`config.mk`:
```
export PLATFORM = sky130hd
export DESIGN_NAME = alu_arbiter
export DESIGN_NICKNAME = d
export VERILOG_FILES = /design/src/rtl/alu_arbiter.sv
export SDC_FILE = /design/constraint.sdc
export NUM_CORES = 1
export LEC_CHECK = 0
export CAP_MARGIN = 10
export CORE_ASPECT_RATIO = 0.8
export CORE_MARGIN = 2
export CORE_UTILIZATION = 40
export DETAILED_ROUTE_END_ITERATION = 7
export PLACE_DENSITY = 0.92
export SLEW_MARGIN = 10
export SYNTH_ARGS = -nofsm -noshare
export SYNTH_HDL_FRONTEND = slang
export SYNTH_SLANG_ARGS = --single-unit
```
`constraint.sdc`:
```
create_clock -name clk -period 3.95 [get_ports clk]
set_input_delay 1.185 -clock clk [delete_from_list [all_inputs] [get_ports clk]]
set_output_delay 1.185 -clock clk [all_outputs]
set_load 0.02 [all_outputs]
```
`src/rtl/alu_arbiter.sv`:
```
// alu_arbiter: round-robin arbiter granting two requesters access to one
// shared combinational ALU. One operation is in flight at a time. Operands
// are registered onto the ALU, held for ALU_LAT cycles, and then the result
// is captured and presented to the owning requester until it is consumed.
module alu_arbiter #(
  parameter int unsigned ALU_LAT = 1
) (
  input  logic        clk,
  input  logic        rst_n,
  // requester 0
  input  logic        req_valid_0,
  output logic        req_ready_0,
  input  logic [3:0]  req_op_0,
  input  logic [31:0] req_a_0,
  input  logic [31:0] req_b_0,
  input  logic [31:0] req_imm_0,
  input  logic        req_src_0,
  // requester 1
  input  logic        req_valid_1,
  output logic        req_ready_1,
  input  logic [3:0]  req_op_1,
  input  logic [31:0] req_a_1,
  input  logic [31:0] req_b_1,
  input  logic [31:0] req_imm_1,
  input  logic        req_src_1,
  // shared ALU drive and return
  output logic [3:0]  alu_op,
  output logic [31:0] alu_a,
  output logic [31:0] alu_b,
  output logic [31:0] alu_imm,
  output logic        alu_src,
  input  logic [31:0] alu_result,
  input  logic        alu_flag,
  // responses
  output logic        resp_valid_0,
  output logic        resp_valid_1,
  input  logic        resp_ready_0,
  input  logic        resp_ready_1,
  output logic [31:0] resp_result,
  output logic        resp_zero
);

  localparam logic [3:0] OP_SUB   = 4'b0110;
  // ISSUE waits until the counter reaches zero, so it is preloaded with
  // one less than the number of cycles the operands must sit on the ALU.
  localparam logic [3:0] CNT_LOAD = 4'(ALU_LAT - 32'd1);

  typedef enum logic [1:0] {
    IDLE  = 2'd0,
    ISSUE = 2'd1,
    RESP  = 2'd2
  } state_t;

  state_t      state_r;
  state_t      state_s;
  logic        prio_r;          // 0: requester 0 wins a tie, 1: requester 1
  logic        owner_r;         // requester whose operation is in flight
  logic [3:0]  cnt_r;
  logic        gnt0_s;
  logic        gnt1_s;
  logic        hs_s;
  logic        owner_ready_s;
  logic        resp_any_s;
  logic        release_s;
  logic        resp_valid_0_r;
  logic        resp_valid_1_r;
  logic [3:0]  alu_op_r;
  logic [31:0] alu_a_r;
  logic [31:0] alu_b_r;
  logic [31:0] alu_imm_r;
  logic        alu_src_r;
  logic [31:0] resp_result_r;
  logic        resp_zero_r;

  // Combinational grant: only in IDLE; a tie is broken by the priority pointer.
  always_comb begin
    gnt0_s = 1'b0;
    gnt1_s = 1'b0;
    if (state_r == IDLE) begin
      if (req_valid_0 && req_valid_1) begin
        if (prio_r) begin
          gnt1_s = 1'b1;
        end else begin
          gnt0_s = 1'b1;
        end
      end else if (req_valid_0) begin
        gnt0_s = 1'b1;
      end else if (req_valid_1) begin
        gnt1_s = 1'b1;
      end else begin
        gnt0_s = 1'b0;
        gnt1_s = 1'b0;
      end
    end else begin
      gnt0_s = 1'b0;
      gnt1_s = 1'b0;
    end
  end

  // Handshake, owner consume and release conditions; the non-owner's
  // resp_ready never reaches the FSM.
  always_comb begin
    hs_s = gnt0_s | gnt1_s;
    if (owner_r) begin
      owner_ready_s = resp_ready_1;
    end else begin
      owner_ready_s = resp_ready_0;
    end
    resp_any_s = resp_valid_0_r | resp_valid_1_r;
    release_s  = (state_r == RESP) && resp_any_s && owner_ready_s;
  end

  // Next-state logic for the IDLE -> ISSUE -> RESP -> IDLE loop.
  always_comb begin
    state_s = state_r;
    case (state_r)
      IDLE: begin
        if (hs_s) begin
          state_s = ISSUE;
        end else begin
          state_s = IDLE;
        end
      end
      ISSUE: begin
        if (cnt_r == 4'd0) begin
          state_s = RESP;
        end else begin
          state_s = ISSUE;
        end
      end
      RESP: begin
        if (release_s) begin
          state_s = IDLE;
        end else begin
          state_s = RESP;
        end
      end
      default: state_s = IDLE;
    endcase
  end

  // State register.
  always_ff @(posedge clk or negedge rst_n) begin
    if (!rst_n) begin
      state_r <= IDLE;
    end else begin
      state_r <= state_s;
    end
  end

  // Operand registers: loaded from the winner at the handshake, held otherwise.
  always_ff @(posedge clk or negedge rst_n) begin
    if (!rst_n) begin
      alu_op_r  <= 4'd0;
      alu_a_r   <= 32'd0;
      alu_b_r   <= 32'd0;
      alu_imm_r <= 32'd0;
      alu_src_r <= 1'b0;
    end else if (hs_s) begin
      if (gnt1_s) begin
        alu_op_r  <= req_op_1;
        alu_a_r   <= req_a_1;
        alu_b_r   <= req_b_1;
        alu_imm_r <= req_imm_1;
        alu_src_r <= req_src_1;
      end else begin
        alu_op_r  <= req_op_0;
        alu_a_r   <= req_a_0;
        alu_b_r   <= req_b_0;
        alu_imm_r <= req_imm_0;
        alu_src_r <= req_src_0;
      end
    end else begin
      alu_op_r  <= alu_op_r;
      alu_a_r   <= alu_a_r;
      alu_b_r   <= alu_b_r;
      alu_imm_r <= alu_imm_r;
      alu_src_r <= alu_src_r;
    end
  end

  // ALU settle counter: preloaded at the handshake, counts down in ISSUE.
  always_ff @(posedge clk or negedge rst_n) begin
    if (!rst_n) begin
      cnt_r <= 4'd0;
    end else if (hs_s) begin
      cnt_r <= CNT_LOAD;
    end else if ((state_r == ISSUE) && (cnt_r != 4'd0)) begin
      cnt_r <= cnt_r - 4'd1;
    end else begin
      cnt_r <= cnt_r;
    end
  end

  // Result capture once the ALU has settled; the zero flag only means
  // something for subtraction, so it is masked for every other op code.
  always_ff @(posedge clk or negedge rst_n) begin
    if (!rst_n) begin
      resp_result_r <= 32'd0;
      resp_zero_r   <= 1'b0;
    end else if ((state_r == ISSUE) && (cnt_r == 4'd0)) begin
      resp_result_r <= alu_result;
      resp_zero_r   <= (alu_op_r == OP_SUB) && alu_flag;
    end else begin
      resp_result_r <= resp_result_r;
      resp_zero_r   <= resp_zero_r;
    end
  end

  // Response valid: raised one cycle into RESP for the owner, dropped on consume.
  always_ff @(posedge clk or negedge rst_n) begin
    if (!rst_n) begin
      resp_valid_0_r <= 1'b0;
      resp_valid_1_r <= 1'b0;
    end else if (release_s) begin
      resp_valid_0_r <= 1'b0;
      resp_valid_1_r <= 1'b0;
    end else if ((state_r == RESP) && !resp_any_s) begin
      resp_valid_0_r <= ~owner_r;
      resp_valid_1_r <= owner_r;
    end else begin
      resp_valid_0_r <= resp_valid_0_r;
      resp_valid_1_r <= resp_valid_1_r;
    end
  end

  // Owner capture at the handshake and round-robin pointer update on release.
  always_ff @(posedge clk or negedge rst_n) begin
    if (!rst_n) begin
      owner_r <= 1'b0;
      prio_r  <= 1'b0;
    end else if (hs_s) begin
      owner_r <= gnt1_s;
      prio_r  <= prio_r;
    end else if (release_s) begin
      owner_r <= owner_r;
      prio_r  <= ~owner_r;
    end else begin
      owner_r <= owner_r;
      prio_r  <= prio_r;
    end
  end

  assign req_ready_0  = gnt0_s;
  assign req_ready_1  = gnt1_s;
  assign alu_op       = alu_op_r;
  assign alu_a        = alu_a_r;
  assign alu_b        = alu_b_r;
  assign alu_imm      = alu_imm_r;
  assign alu_src      = alu_src_r;
  assign resp_valid_0 = resp_valid_0_r;
  assign resp_valid_1 = resp_valid_1_r;
  assign resp_result  = resp_result_r;
  assign resp_zero    = resp_zero_r;

endmodule
```
==> metrics.txt <==
# TYPE chip_impl_metric gauge
chip_impl_metric{name="maxCapViolCount",unit=""} 0
chip_impl_metric{name="yosys.area.top_type_share",unit="%"} 47.3
chip_impl_metric{name="p_clk_share",unit="%"} 18.5
chip_impl_metric{name="synthCells",unit=""} 718
chip_impl_metric{name="timing.final.ws_setup",unit="ns"} 0.0432
chip_impl_info{name="class_of_the_tightest_hold_or_removal_check",value="reg2reg"} 1
chip_impl_metric{name="fp.dieH",unit="µm"} 127
chip_impl_info{name="clock_tree.root_cell",value="clkbuf_16"} 1
chip_impl_metric{name="total_leakage_power",unit="nW"} 5.43
chip_impl_metric{name="fin_tns_setup",unit="ns"} 0
chip_impl_metric{name="reg2reg_depth",unit=""} 6
chip_impl_metric{name="switching_power",unit="mW"} 3.62
chip_impl_metric{name="final_cells",unit=""} 1317
chip_impl_metric{name="worstMarginPinSlew",unit="ns"} 1.19
chip_impl_metric{name="register_to_register_path_setup_slack",unit="ns"} 1.36
chip_impl_metric{name="area_of_the_mapped_netlist",unit="µm²"} 7610
chip_impl_metric{name="first_pass_grt_wire_length",unit="µm"} 37900
chip_impl_metric{name="die_area",unit="µm²"} 20200
chip_impl_metric{name="timing.critical_path.required",unit="ns"} 2.76
chip_impl_info{name="grt_setup_unrepaired",value="false"} 1
chip_impl_info{name="timing.critical_path.from",value="req_valid_0"} 1
chip_impl_metric{name="grt_max_degree",unit=""} 109
chip_impl_info{name="critical_path.endpoint_type",value="primary output"} 1
chip_impl_metric{name="cts_inserted_buffers",unit=""} 17
chip_impl_metric{name="yosys.cell_types.count",unit=""} 34
chip_impl_metric{name="max_vdd_drop",unit="mV"} 0.453
chip_impl_metric{name="syn_to_final_growth",unit="%"} 59.0
chip_impl_metric{name="placed_area",unit="µm²"} 11500
chip_impl_info{name="layout_common_cells",value="376 x clkdlybuf4s50_1, 144 x dfrtp_1, 109 x inv_1"} 1
chip_impl_metric{name="hold-path-cell-count",unit=""} 1
chip_impl_metric{name="detail_route.wl_per_cell",unit="µm"} 18.9
chip_impl_metric{name="finalCoreUtilization",unit="%"} 64.3
chip_impl_metric{name="share_comb_of_total_power",unit="%"} 53.4
chip_impl_metric{name="netSwitchingFraction",unit="%"} 38.4
chip_impl_metric{name="drt_wirelength",unit="µm"} 25000
chip_impl_metric{name="design.final.nets",unit=""} 1288
chip_impl_info{name="timing.rr.end",value="resp_zero"} 1
chip_impl_info{name="run_status",value="completed"} 1
chip_impl_info{name="worstSetupStartpointType",value="input port"} 1
chip_impl_info{name="cts_tree",value="built"} 1
chip_impl_metric{name="power.density",unit="nW/µm²"} 779
chip_impl_metric{name="signal_arrival_time_at_the_worst_endpoint",unit="ns"} 2.72
chip_impl_metric{name="dp_hpwl",unit="µm"} 17100
chip_impl_info{name="holdCritStartpoint",value="resp_result[19]"} 1
chip_impl_info{name="layout_commonest_cell",value="clkdlybuf4s50_1"} 1
chip_impl_info{name="holdPathEnd",value="resp_result[19]"} 1
chip_impl_metric{name="layout_min_cycle_time",unit="ns"} 3.91
chip_impl_metric{name="start_util",unit="%"} 40.5
chip_impl_metric{name="drt_iter0_drc",unit=""} 495
chip_impl_metric{name="power_frac_seq",unit="%"} 28.1
chip_impl_metric{name="layout.filler_cells",unit=""} 1471
chip_impl_metric{name="layout_worst_path_cycle_share",unit="%"} 98.9
chip_impl_metric{name="holdBufCountCts",unit=""} 0
chip_impl_metric{name="crit_fanout",unit=""} 3
chip_impl_metric{name="number_of_global_route_vias_before_repair",unit=""} 7048
chip_impl_metric{name="hold_violations",unit=""} 0
chip_impl_info{name="r2r_start",value="cnt_r[0]"} 1
chip_impl_metric{name="top_level_ports",unit=""} 379
chip_impl_metric{name="final_max_slew_viol_count",unit=""} 0
chip_impl_metric{name="std_cell_rows",unit=""} 45
chip_impl_metric{name="design.core.area",unit="µm²"} 18800
chip_impl_metric{name="post_cts_resized",unit=""} 0
chip_impl_metric{name="dp.cells",unit=""} 1284
chip_impl_metric{name="grt_antenna_before_repair",unit=""} 1
chip_impl_metric{name="dp_slack",unit="ns"} 0.0503
chip_impl_info{name="synth-main-ff-cell",value="dfrtp_1"} 1
chip_impl_metric{name="synth_nets",unit=""} 961
chip_impl_info{name="crit_type",value="in2out"} 1
chip_impl_metric{name="drt-pass1-iter-count",unit=""} 8
chip_impl_metric{name="worst_clock_skew",unit="ns"} 0.00829
chip_impl_info{name="yosys.area.top_type",value="dfrtp_1"} 1
chip_impl_metric{name="num_vias",unit=""} 7167
chip_impl_metric{name="synth_enable_flop_cells",unit=""} 0
chip_impl_metric{name="synth_seq_cells",unit=""} 144
chip_impl_metric{name="drive_gt1_share",unit="%"} 7.18
chip_impl_metric{name="post-route-drc-count",unit=""} 0
chip_impl_metric{name="synth_warn",unit=""} 0
chip_impl_metric{name="internal_power",unit="mW"} 5.80
chip_impl_metric{name="final_design_area_no_fill",unit="µm²"} 12100
chip_impl_metric{name="number_of_failing_setup_endpoints_in_the_final_timing_report",unit=""} 0
chip_impl_metric{name="grt_util_all_layers",unit="%"} 24.0
chip_impl_metric{name="htree_levels",unit=""} 4
chip_impl_metric{name="postCtsSetupRepairBufs",unit=""} 0
chip_impl_metric{name="portBuffers",unit=""} 378
chip_impl_metric{name="antenna_left",unit=""} 0
chip_impl_metric{name="clock_tree.buffer_depth",unit=""} 2
chip_impl_metric{name="clock_insertion_delay_worst_skew",unit="ns"} 0.41
chip_impl_metric{name="achievable-frequency",unit="MHz"} 256
chip_impl_metric{name="gp_routability_congestion",unit=""} 0.794
chip_impl_metric{name="syn-mean-instance-area",unit="µm²"} 10.6
chip_impl_metric{name="share_of_synthesized_area_occupied_by_flip_flops_and_latches",unit="%"} 47.3
chip_impl_info{name="synth_area_leaders",value="dfrtp_1 47%, a2111oi_0 12%, a211o_1 12%, o21a_1 10%, inv_1 5.4%"} 1
chip_impl_metric{name="synth_async_reset_ratio",unit="%"} 100
chip_impl_metric{name="path_clk_slew",unit="ns"} 0.07
chip_impl_metric{name="timing.max_slew.rel_slack",unit="%"} 20.4
chip_impl_metric{name="clock-sinks",unit=""} 144
chip_impl_metric{name="gr-total-overflow",unit=""} 0
chip_impl_metric{name="die_width",unit="µm"} 158
chip_impl_metric{name="avgViaCountPerCell",unit=""} 5.44
[through the flow]
| step | hold WS, ns | power (mW) |
|---|---|---|
| 3_3_place_gp | 0.474 | 7.57 |
| 4_1_cts | 0.497 | 9.49 |
| 2_1_floorplan | 0.492 | 5.61 |
| 6_report | 0.495 | 9.42 |
| 5_1_grt | 0.515 | 9.95 |
| 3_5_place_dp | 0.482 | 7.71 |
[area by class of cell]
class | instances | area, µm² | share of cell area (%)
well taps | 258 | 323 | 2.67
diodes | 1 | 2.50 | 0.0207
repair buffers | 392 | 3920 | 32.4
clock inverters | 14 | 193 | 1.59
flip-flops and latches | 144 | 3600 | 29.8
inverters | 109 | 409 | 3.38
clock buffers | 18 | 439 | 3.63
multi-input cells | 381 | 3210 | 26.5
[registers in the layout (all words and copies together), names as in the netlist, 2 cells and up]
register,count
alu_imm,32
cnt_r,4
alu_b,32
alu_a,32
alu_op,4
resp_result,32
state_r,2
[worst max-delay path, stage by stage]
cell	delay, ns
clkdlybuf4s50_1	0.65
and3_1	0.26
clkdlybuf4s50_1	0.62
[cells by family after synthesis]
logic type               share of synthesized area (%)
flip-flops                                        47.3
buffers and inverters                             10.8
multiplexers                                      5.01
AND/OR/NAND/NOR                                   1.81
AO/OA/AOI/OAI                                     34.7
adder cells (fa/ha/maj)                          0.329
[how the worst max path moves through the flow]
stage,slack (ns),cells past startpoint,to
2_1_floorplan,0.78,4,req_ready_0
3_3_place_gp,0.07,3,req_ready_0
3_5_place_dp,0.05,3,req_ready_0
4_1_cts,0.05,3,req_ready_0
5_1_grt,0.04,3,req_ready_0
6_report,0.04,3,req_ready_0
[cells in the mapped netlist, drive strengths merged, types with 3 or more instances]
| library cell | number |
|---|---|
| mux2 | 33 |
| inv | 109 |
| o21a | 101 |
| o21ai | 6 |
| nor2 | 7 |
| dfrtp | 144 |
| buf | 20 |
| clkbuf | 64 |
| or3 | 3 |
| a211o | 101 |
| a21oi | 6 |
| nand2b | 4 |
| a2111oi | 101 |
[routing by layer]
metal	track usage (%)	wire length (µm)	vias up
li1	-	-	3338
met1	29.0	10100	3461
met3	7.67	1970	59
met2	40.1	12100	309
met5	0	0	-
met4	9.27	725	0
[power groups by stage]
stage / registers [mW] / clock network, mW / logic [mW]
2_1_floorplan: 3.48 / 0 / 2.13
3_3_place_gp: 2.61 / 0 / 4.95
3_5_place_dp: 2.67 / 0 / 5.04
4_1_cts: 2.64 / 1.78 / 5.07
5_1_grt: 2.73 / 1.84 / 5.38
6_report: 2.64 / 1.75 / 5.03
Power figures use the tool's default switching activity.
